==> config.mk <==
export PLATFORM = sky130hd
export DESIGN_NAME = dcache_write_buffer
export DESIGN_NICKNAME = d
export VERILOG_FILES = /design/src/rtl/dcache_write_buffer_pkg.sv /design/src/rtl/dcache_write_buffer_mux.sv /design/src/rtl/dcache_write_buffer.sv
export SDC_FILE = /design/constraint.sdc
export NUM_CORES = 1
export LEC_CHECK = 0
export BUFFER_PORTS_ARGS = -buffer_cell sky130_fd_sc_hd__buf_4
export CAP_MARGIN = 15
export CORE_AREA = 2 2 369 188
export CTS_CLUSTER_SIZE = 20
export DETAILED_ROUTE_END_ITERATION = 10
export DIE_AREA = 0 0 371 190
export RECOVER_POWER = 100
export SLEW_MARGIN = 25
export SYNTH_ARGS = -nofsm -noshare
export SYNTH_HDL_FRONTEND = slang
export SYNTH_HIERARCHICAL = 1
export SYNTH_SLANG_ARGS = --single-unit
==> constraint.sdc <==
create_clock -name i_clk -period 5.1 [get_ports i_clk]
set_input_delay 1.02 -clock i_clk [delete_from_list [all_inputs] [get_ports i_clk]]
set_output_delay 1.02 -clock i_clk [all_outputs]
set_load 0.02 [all_outputs]
==> src/rtl/dcache_write_buffer_pkg.sv <==
// Shared types and constants for the data-cache write-back buffer.
// Derived widths are helper functions so cache and buffer size from one offset value.
package dcache_write_buffer_pkg;

    typedef enum logic [1:0] {
        ST_IDLE = 2'd0,
        ST_AW   = 2'd1,
        ST_W    = 2'd2,
        ST_B    = 2'd3
    } state_t;

    localparam logic [1:0] AXI_BURST_INCR = 2'b01;
    localparam logic [2:0] AXI_SIZE_4B    = 3'b010;
    localparam logic [3:0] AXI_STRB_FULL  = 4'hF;

    localparam int DEF_OFFSET_LEN = 6;

    function automatic int line_bits(input int offset_len);
        return 1 << (offset_len + 3);
    endfunction

    function automatic int beat_count(input int offset_len);
        return 1 << (offset_len - 2);
    endfunction

    function automatic int count_width(input int offset_len);
        return offset_len - 1;
    endfunction

endpackage

==> src/rtl/dcache_write_buffer_mux.sv <==
// Word-select mux: picks beat i_sel out of a latched cache line, word 0 in the low bits.
module mux_write_data #(
    parameter int LINE_BITS = 512,
    parameter int SEG_W     = 32,
    parameter int SEL_W     = 5
) (
    input  logic [LINE_BITS-1:0] i_line,
    input  logic [SEL_W-1:0]     i_sel,
    output logic [SEG_W-1:0]     o_data
);

    localparam int NUM_WORDS = LINE_BITS / SEG_W;

    always_comb begin
        o_data = '0;
        for (int i = 0; i < NUM_WORDS; i++) begin
            if (i_sel == SEL_W'(i)) begin
                o_data = i_line[i*SEG_W +: SEG_W];
            end
        end
    end

endmodule

==> src/rtl/dcache_write_buffer.sv <==
// Single-entry write-back buffer: captures one dirty line in a cycle and drains it
// as a 16-beat INCR burst, flagging address matches against the line in flight.
module dcache_write_buffer
    import dcache_write_buffer_pkg::*;
#(
    parameter int Offset_len    = DEF_OFFSET_LEN,
    parameter int Segment_width = 32,
    parameter int Addr_width    = 32,
    localparam int LINE_BITS    = line_bits(Offset_len),
    localparam int CNT_W        = count_width(Offset_len)
) (
    input  logic                     i_clk,
    input  logic                     i_rstn,
    input  logic                     i_wb_req,
    input  logic [Addr_width-1:0]    i_wb_addr,
    input  logic [LINE_BITS-1:0]     i_wb_data,
    output logic                     o_wb_ready,
    output logic                     o_wb_done,
    input  logic [Addr_width-1:0]    i_chk_addr,
    output logic                     o_chk_hit,
    output logic                     o_awvalid,
    input  logic                     i_awready,
    output logic [Addr_width-1:0]    o_awaddr,
    output logic [7:0]               o_awlen,
    output logic [2:0]               o_awsize,
    output logic [1:0]               o_awburst,
    output logic                     o_wvalid,
    input  logic                     i_wready,
    output logic [Segment_width-1:0] o_wdata,
    output logic [3:0]               o_wstrb,
    output logic                     o_wlast,
    input  logic                     i_bvalid,
    output logic                     o_bready,
    output state_t                   o_dbg_state,
    output logic [CNT_W-1:0]         o_dbg_count
);

    localparam int BEATS = beat_count(Offset_len);
    localparam int TAG_W = Addr_width - Offset_len;
    localparam logic [CNT_W-1:0] LAST_BEAT = CNT_W'(BEATS - 1);

    // Handshakes: a transfer happens on a rising edge where valid && ready; the
    // sender holds payload stable while valid is high and ready is low.
    state_t                 r_state;
    state_t                 w_next_state;
    logic [LINE_BITS-1:0]   r_line;
    logic [TAG_W-1:0]       r_tag;
    logic [CNT_W-1:0]       r_count;
    logic                   w_accept;
    logic                   w_beat;
    logic                   w_unused_offset;

    assign w_accept = (r_state == ST_IDLE) && i_wb_req;
    assign w_beat   = (r_state == ST_W) && i_wready;

    always_ff @(posedge i_clk) begin
        if (!i_rstn) begin
            r_state <= ST_IDLE;
        end else begin
            r_state <= w_next_state;
        end
    end

    always_comb begin
        w_next_state = r_state;
        case (r_state)
            ST_IDLE: if (i_wb_req)                       w_next_state = ST_AW;
            ST_AW:   if (i_awready)                      w_next_state = ST_W;
            ST_W:    if (i_wready && r_count == LAST_BEAT) w_next_state = ST_B;
            ST_B:    if (i_bvalid)                       w_next_state = ST_IDLE;
            default:                                     w_next_state = ST_IDLE;
        endcase
    end

    always_comb begin
        o_wb_ready = 1'b0;
        o_awvalid  = 1'b0;
        o_wvalid   = 1'b0;
        o_wlast    = 1'b0;
        o_bready   = 1'b0;
        o_wb_done  = 1'b0;
        case (r_state)
            ST_IDLE: o_wb_ready = 1'b1;
            ST_AW:   o_awvalid  = 1'b1;
            ST_W: begin
                o_wvalid = 1'b1;
                o_wlast  = (r_count == LAST_BEAT);
            end
            ST_B: begin
                o_bready  = 1'b1;
                o_wb_done = i_bvalid;
            end
            default: o_wb_ready = 1'b0;
        endcase
    end

    // The counter saturates on the last beat; it is only re-armed by a new capture.
    always_ff @(posedge i_clk) begin
        if (!i_rstn) begin
            r_line  <= '0;
            r_tag   <= '0;
            r_count <= '0;
        end else if (w_accept) begin
            r_line  <= i_wb_data;
            r_tag   <= i_wb_addr[Addr_width-1:Offset_len];
            r_count <= '0;
        end else if (w_beat && r_count != LAST_BEAT) begin
            r_count <= r_count + CNT_W'(1);
        end
    end

    mux_write_data #(
        .LINE_BITS (LINE_BITS),
        .SEG_W     (Segment_width),
        .SEL_W     (CNT_W)
    ) u_mux_write_data (
        .i_line (r_line),
        .i_sel  (r_count),
        .o_data (o_wdata)
    );

    assign o_awaddr   = {r_tag, {Offset_len{1'b0}}};
    assign o_awlen    = 8'(BEATS - 1);
    assign o_awsize   = AXI_SIZE_4B;
    assign o_awburst  = AXI_BURST_INCR;
    assign o_wstrb    = AXI_STRB_FULL;
    assign o_chk_hit  = (r_state != ST_IDLE) && (i_chk_addr[Addr_width-1:Offset_len] == r_tag);

    assign o_dbg_state = r_state;
    assign o_dbg_count = r_count;

    // Offset bits select a byte within the line and play no part in matching.
    assign w_unused_offset = ^{i_wb_addr[Offset_len-1:0], i_chk_addr[Offset_len-1:0]};

endmodule

==> results.cfg, run 1 <==
[final_layout]
fillCellCount = 6947
area_growth_pct = 26.6
drive_above_1_share_pct = 20.7
nNetsFinal = 4282

[clocking]
cts.path.max_buffers = 3
htree_levels = 2
cts_tree = built
cts_hold_buf = 0
clk_pin_slew_ns = 0.07
cts_sinks = 545
ctsRootBufferMaster = clkbuf_16
cts_resized = 0
postCtsSetupBuffers = 0
clk_latency_ns = 0.62
cts_buffers = 51

[yosys]
avgSynthCellArea_sq_um = 7.96
ys_ff_latch = 545
synth_edf_count = 0
ys_types = 73
yosys-top-cells-area = dfxtp_1, nand2_1, a21boi_1
yosysSeqAreaShare_pct = 43.1
yosys-top-cells-count = nand2_1, dfxtp_1, a21boi_1
syn-cell-area_sq_um = 25300
ys.flop_type = dfxtp_1
synthCells = 3181
yosys.area.top_type = dfxtp_1
async_flop_share_pct = 0
synth.most_common_cell = nand2_1
netlist.area_leader.share_pct = 43.1
synth_warnings = 6

[route]
wl_um = 115000
drc = 0
ant_nets = 0
vias = 25518
dr.pass1.iters = 6
post_drt_wl_per_cell_um = 24.7
avgViaCountPerCell = 5.48
drt_iter0_markers = 3182

[placement]
gp_congestion = 0.948
portBuffers = 641
pre_cts_ws_ns = 0.981
dp.final_hpwl_um = 86400

[critical_path]
crit_path_cell_trace = buf_4, or3b_1, nor2_2, a222oi_1, nand2_1, o2111ai_1, nand2_1, clkbuf_1
crit_fanout = 19
critPathArrivalTime_ns = 3.94
worstPathRequired_ns = 4.08
worstSetupPathType = reg2out
worstSetupEndpointType = primary output
critPathMaxStageDelay_ns = 0.77
cp-start-kind = register
cp_slowest_cell = nor2_2
crit_top_cell = nand2_1
path_delay_family = simple AND/OR/NAND/NOR gates
worst-path-buf-inv = 2

[status]
status = complete, but fails checks
violations = capacitance limit, slew limit

[global_route]
busiest_layer = met1
overflow = 0
grt_max_degree = 160
use_met2_pct = 44.2
use_met1_pct = 47.0
gr-usage-all-layers_pct = 31.3
grt_util_met3_pct = 8.69
grt_pass1_wl_um = 161000
grt_pass1_vias = 23405
grt_antenna_before_repair = 16

[sta]
fin_crit_sh_pct = 97.3
setup_ws_ns = 0.139
final_hold_viol_count = 0
worst_hold_slack_ns = 0.459
min_period_ns = 4.96
fmax_ghz = 0.202
max-slew-margin-rel_pct = -137
grt_setup_unrepaired = false
worstMarginPinSlew_ns = 3.55
fin_tns_setup_ns = 0
slew_violations = 48
setup_violations = 0
finClkSkew_ns = 0.0262

[worst_hold_path]
hold_path.class = reg2reg

[floorplanning]
die-area_sq_um = 70500
ios = 677
initial_core_util_pct = 37.4
core-area_sq_um = 67800
num_rows = 68
die_y_um = 190
die_width_um = 371

[power]
p_leak_nw = 12.7
power_mw = 13.3
cellPowerDensity_nw_per_um2 = 413
ir_worst_vdd_mv = 0.276

[job]
maxCapViolCount = 1
per-layer routing:
metal | share of wire, % | routed length [um] | vias up
li1 | - | - | 11799
met1 | 46 | 52900 | 12332
met2 | 41 | 46600 | 1217
met3 | 12 | 13300 | 156
met4 | 1.9 | 2160 | 14
met5 | 0.083 | 96 | -
report_power, final:
| part | total (mW) | leakage (nW) | internal [mW] | switching [mW] |
|---|---|---|---|---|
| Clock | 3.95 | 0.816 | 2.13 | 1.82 |
| Sequential | 5.61 | 4.47 | 5.05 | 0.557 |
| Combinational | 3.70 | 7.43 | 1.28 | 2.42 |
path summary, 6_finish.rpt:
| kind | from | endpoint | slack [ns] | cells after the start |
|---|---|---|---|---|
| setup / recovery | o_dbg_count[4] | o_wdata[2] | 0.14 | 8 |
| hold reg to reg | r_line[86] | r_line[86] | 0.46 | 2 |
| setup reg to reg | o_dbg_state[0] | r_line[23] | 0.59 | 5 |
| hold / removal | r_line[86] | r_line[86] | 0.46 | 2 |
flip-flops by register name, indices dropped and copies added, names as in the netlist:
name and flops:
r_line 512, r_tag 26, o_dbg_state 2, o_dbg_count 5
cell type report:
type,instances,area [sq um],share of cell area (%)
clock buffer,82,1540,4.81
inverter,12,45.0,0.140
timing repair buffer,708,5270,16.4
tap,910,1140,3.55
multi-input combinational,2376,13000,40.6
sequential,545,10900,34.0
clock inverter,13,113,0.351
antenna,9,22.5,0.0702
worst register-to-register path, stage by stage, from the launching register on:
cell and delay, ns:
dfxtp_1 0.36, inv_1 0.10, ha_1 0.37, and2_0 2.62, nand2_1 0.67, a21boi_0 0.33
through the flow:
step / instances / area, sq um / util [%]
6_report: 4655 / 32100 / 47.3
5_1_grt: 4648 / 32100 / 47.3
4_1_cts: 4646 / 32300 / 47.6
3_5_place_dp: 4551 / 30600 / 45.2
3_3_place_gp: 4551 / 30600 / 45.2
2_1_floorplan: 3202 / 25400 / -
cell usage in the layout, fill, tap and decap left out, drive strengths merged, types with 20 or more instances in the layout:
cell and instances:
mux2i 39, o221ai 29, o22ai 35, o21ai 70
a221oi 22, a22oi 50, buf 651, a21oi 65
conb 23, nor2 85, clkbuf 139, a21boi 541
mux2 20, nand2 1166, dfxtp 545
logic make-up (layout without fill, tap and decap cells):
| kind of cell | after synthesis | after routing | synth area share (%) |
|---|---|---|---|
| xor gates and xnor gates | 29 | 29 | 1.00 |
| adders and majority gates | 6 | 6 | 0.296 |
| other | 2 | 32 | 0.0296 |
| muxes | 59 | 59 | 2.43 |
| DFF | 545 | 545 | 43.1 |
| and+or+nand+nor | 1335 | 1335 | 20.8 |
| AOI/OAI and AO/OA | 924 | 924 | 26.5 |
| buffers and inverters | 281 | 815 | 5.83 |
Note: power is estimated with default switching activity, not from simulation.
==> inputs of run 2 (changes only) <==
==> constraint.sdc (replaced) <==
create_clock -name i_clk -period 5.1 [get_ports i_clk]
set_input_delay 0.255 -clock i_clk [delete_from_list [all_inputs] [get_ports i_clk]]
set_output_delay 0.255 -clock i_clk [all_outputs]
set_load 0.02 [all_outputs]
==> run 2 against run 1 <==
Critical endpoint is now o_wdata[13]. Final area rose by 17%. The run still ends with capacitance limit, slew limit left. Largest power group unchanged. Critical path depth did not move. Power rose by 5.4%. Highest routed layer unchanged. Routed wire length rose by 5.6%.
==> results.cfg, run 2 (synthesis gave the netlist of run 1 again) <==
[route]
ant_nets = 0
dr.pass1.iters = 6
drt_iter0_markers = 3205
post_drt_wl_per_cell_um = 23.5
drc = 0
vias = 27513
avgViaCountPerCell = 5.31
wl_um = 121000

[clocking]
clk_pin_slew_ns = 0.07
cts_buffers = 52
ctsRootBufferMaster = clkbuf_16
htree_levels = 2
cts.path.max_buffers = 3
clk_latency_ns = 0.61
postCtsSetupBuffers = 0
cts_sinks = 545
cts_tree = built

[sta]
setup_ws_ns = 0.454
setup_violations = 0
fin_tns_setup_ns = 0
max-slew-margin-rel_pct = -63.9
worstMarginPinSlew_ns = 2.46
finClkSkew_ns = 0.0108
final_hold_viol_count = 0
min_period_ns = 4.65
fmax_ghz = 0.215
fin_crit_sh_pct = 91.1
slew_violations = 54
grt_setup_unrepaired = false

[global_route]
gr-usage-all-layers_pct = 33.1
grt_max_degree = 175
grt_antenna_before_repair = 13
grt_pass1_vias = 26349
overflow = 0
grt_pass1_wl_um = 173000

[placement]
portBuffers = 641
dp_cells = 4539
dp.final_hpwl_um = 85600
gp_congestion = 0.953
pre_cts_ws_ns = 1.58

[power]
power_mw = 14.0
p_leak_nw = 15.0
cellPowerDensity_nw_per_um2 = 373
ir_worst_vdd_mv = 0.275

[floorplanning]
ios = 677
core-area_sq_um = 67800
die_y_um = 190
die-area_sq_um = 70500
num_rows = 68
die_width_um = 371
initial_core_util_pct = 37.4

[worst_hold_path]
hold_path.class = in2reg
hold_depth = 4

[final_layout]
area_growth_pct = 48.0
fillCellCount = 6291
final_cell_mix = nand2_1, buf_4, dfxtp_1
largest_reg_flops = 512
final_common_cell = nand2_1
drive_above_1_share_pct = 18.0
nNetsFinal = 4807
fin_cells = 5180
top_register = r_line
fin_util_pct = 55.3

[critical_path]
worstSetupPathType = reg2out
critPathArrivalTime_ns = 4.39
worstSetupEndpointType = primary output
crit_fanout = 35
cp-start-kind = register
r2r_cells = 7
worstPathRequired_ns = 4.85

[status]
status = complete, but fails checks
violations = capacitance limit, slew limit

[job]
maxCapViolCount = 1
==> run 2: cell type report <==
cell class,count,area [sq um],area share [%]
multi-input cells,2376,13000,34.8
diodes,7,17.5,0.0467
repair buffers,1232,10500,28.1
inverters,12,45.0,0.120
well taps,910,1140,3.04
clock inverters,27,334,0.891
clock buffers,71,1490,3.98
flip-flops and latches,545,10900,29.1
==> run 2: repair_timing <==
| item | 4_1_cts | 5_1_grt |
|---|---|---|
| setup endpoints to repair | 0 | 0 |
| endpoints found under the hold margin | 535 | 0 |
| hold buffers | 535 | 0 |
| gates resized for setup | 0 | 0 |
==> run 2: report_power, final <==
part	internal [mW]	switching (mW)	leakage, nW
sequential	5.05	0.575	4.47
combinational	1.55	2.52	9.59
clock	2.42	1.86	0.906
==> run 2: path summary, 6_finish.rpt <==
kind,end,slack (ns),from
worst max-delay path,o_wdata[13],0.45,o_dbg_count[2]
worst max register to register,r_line[457],0.77,o_dbg_state[0]
worst min-delay path,o_dbg_state[0],0.08,i_awready
worst min register to register,r_line[191],0.46,r_line[191]
==> run 2: worst max-delay path: stages (launching register included) <==
cell and delay (ns):
dfxtp_1 0.88, buf_4 0.54, nor3b_4 0.07, clkbuf_2 0.35, nand2_1 0.75, o21ai_0 0.20, nor4_1 0.66, nor2_1 0.11
clkbuf_1 0.20
==> run 2: routing by layer <==
metal,up-vias,global-route usage (%),part of all wire (%),routed length [um]
met1,13080,47.8,45,54400
met2,1361,48.3,41,49900
li1,12834,-,-,-
met3,230,8.63,11,13400
met5,-,0,0.044,53
met4,8,9.31,3.1,3740
==> run 2: stage by stage <==
step | instance area, sq um | hold slack, ns
after global routing | 37500 | 0.117
after detailed placement | 30600 | 0.443
final | 37500 | 0.0827
after floorplan | 25400 | 0.390
after CTS | 37700 | 0.0425
after global placement | 30600 | 0.439
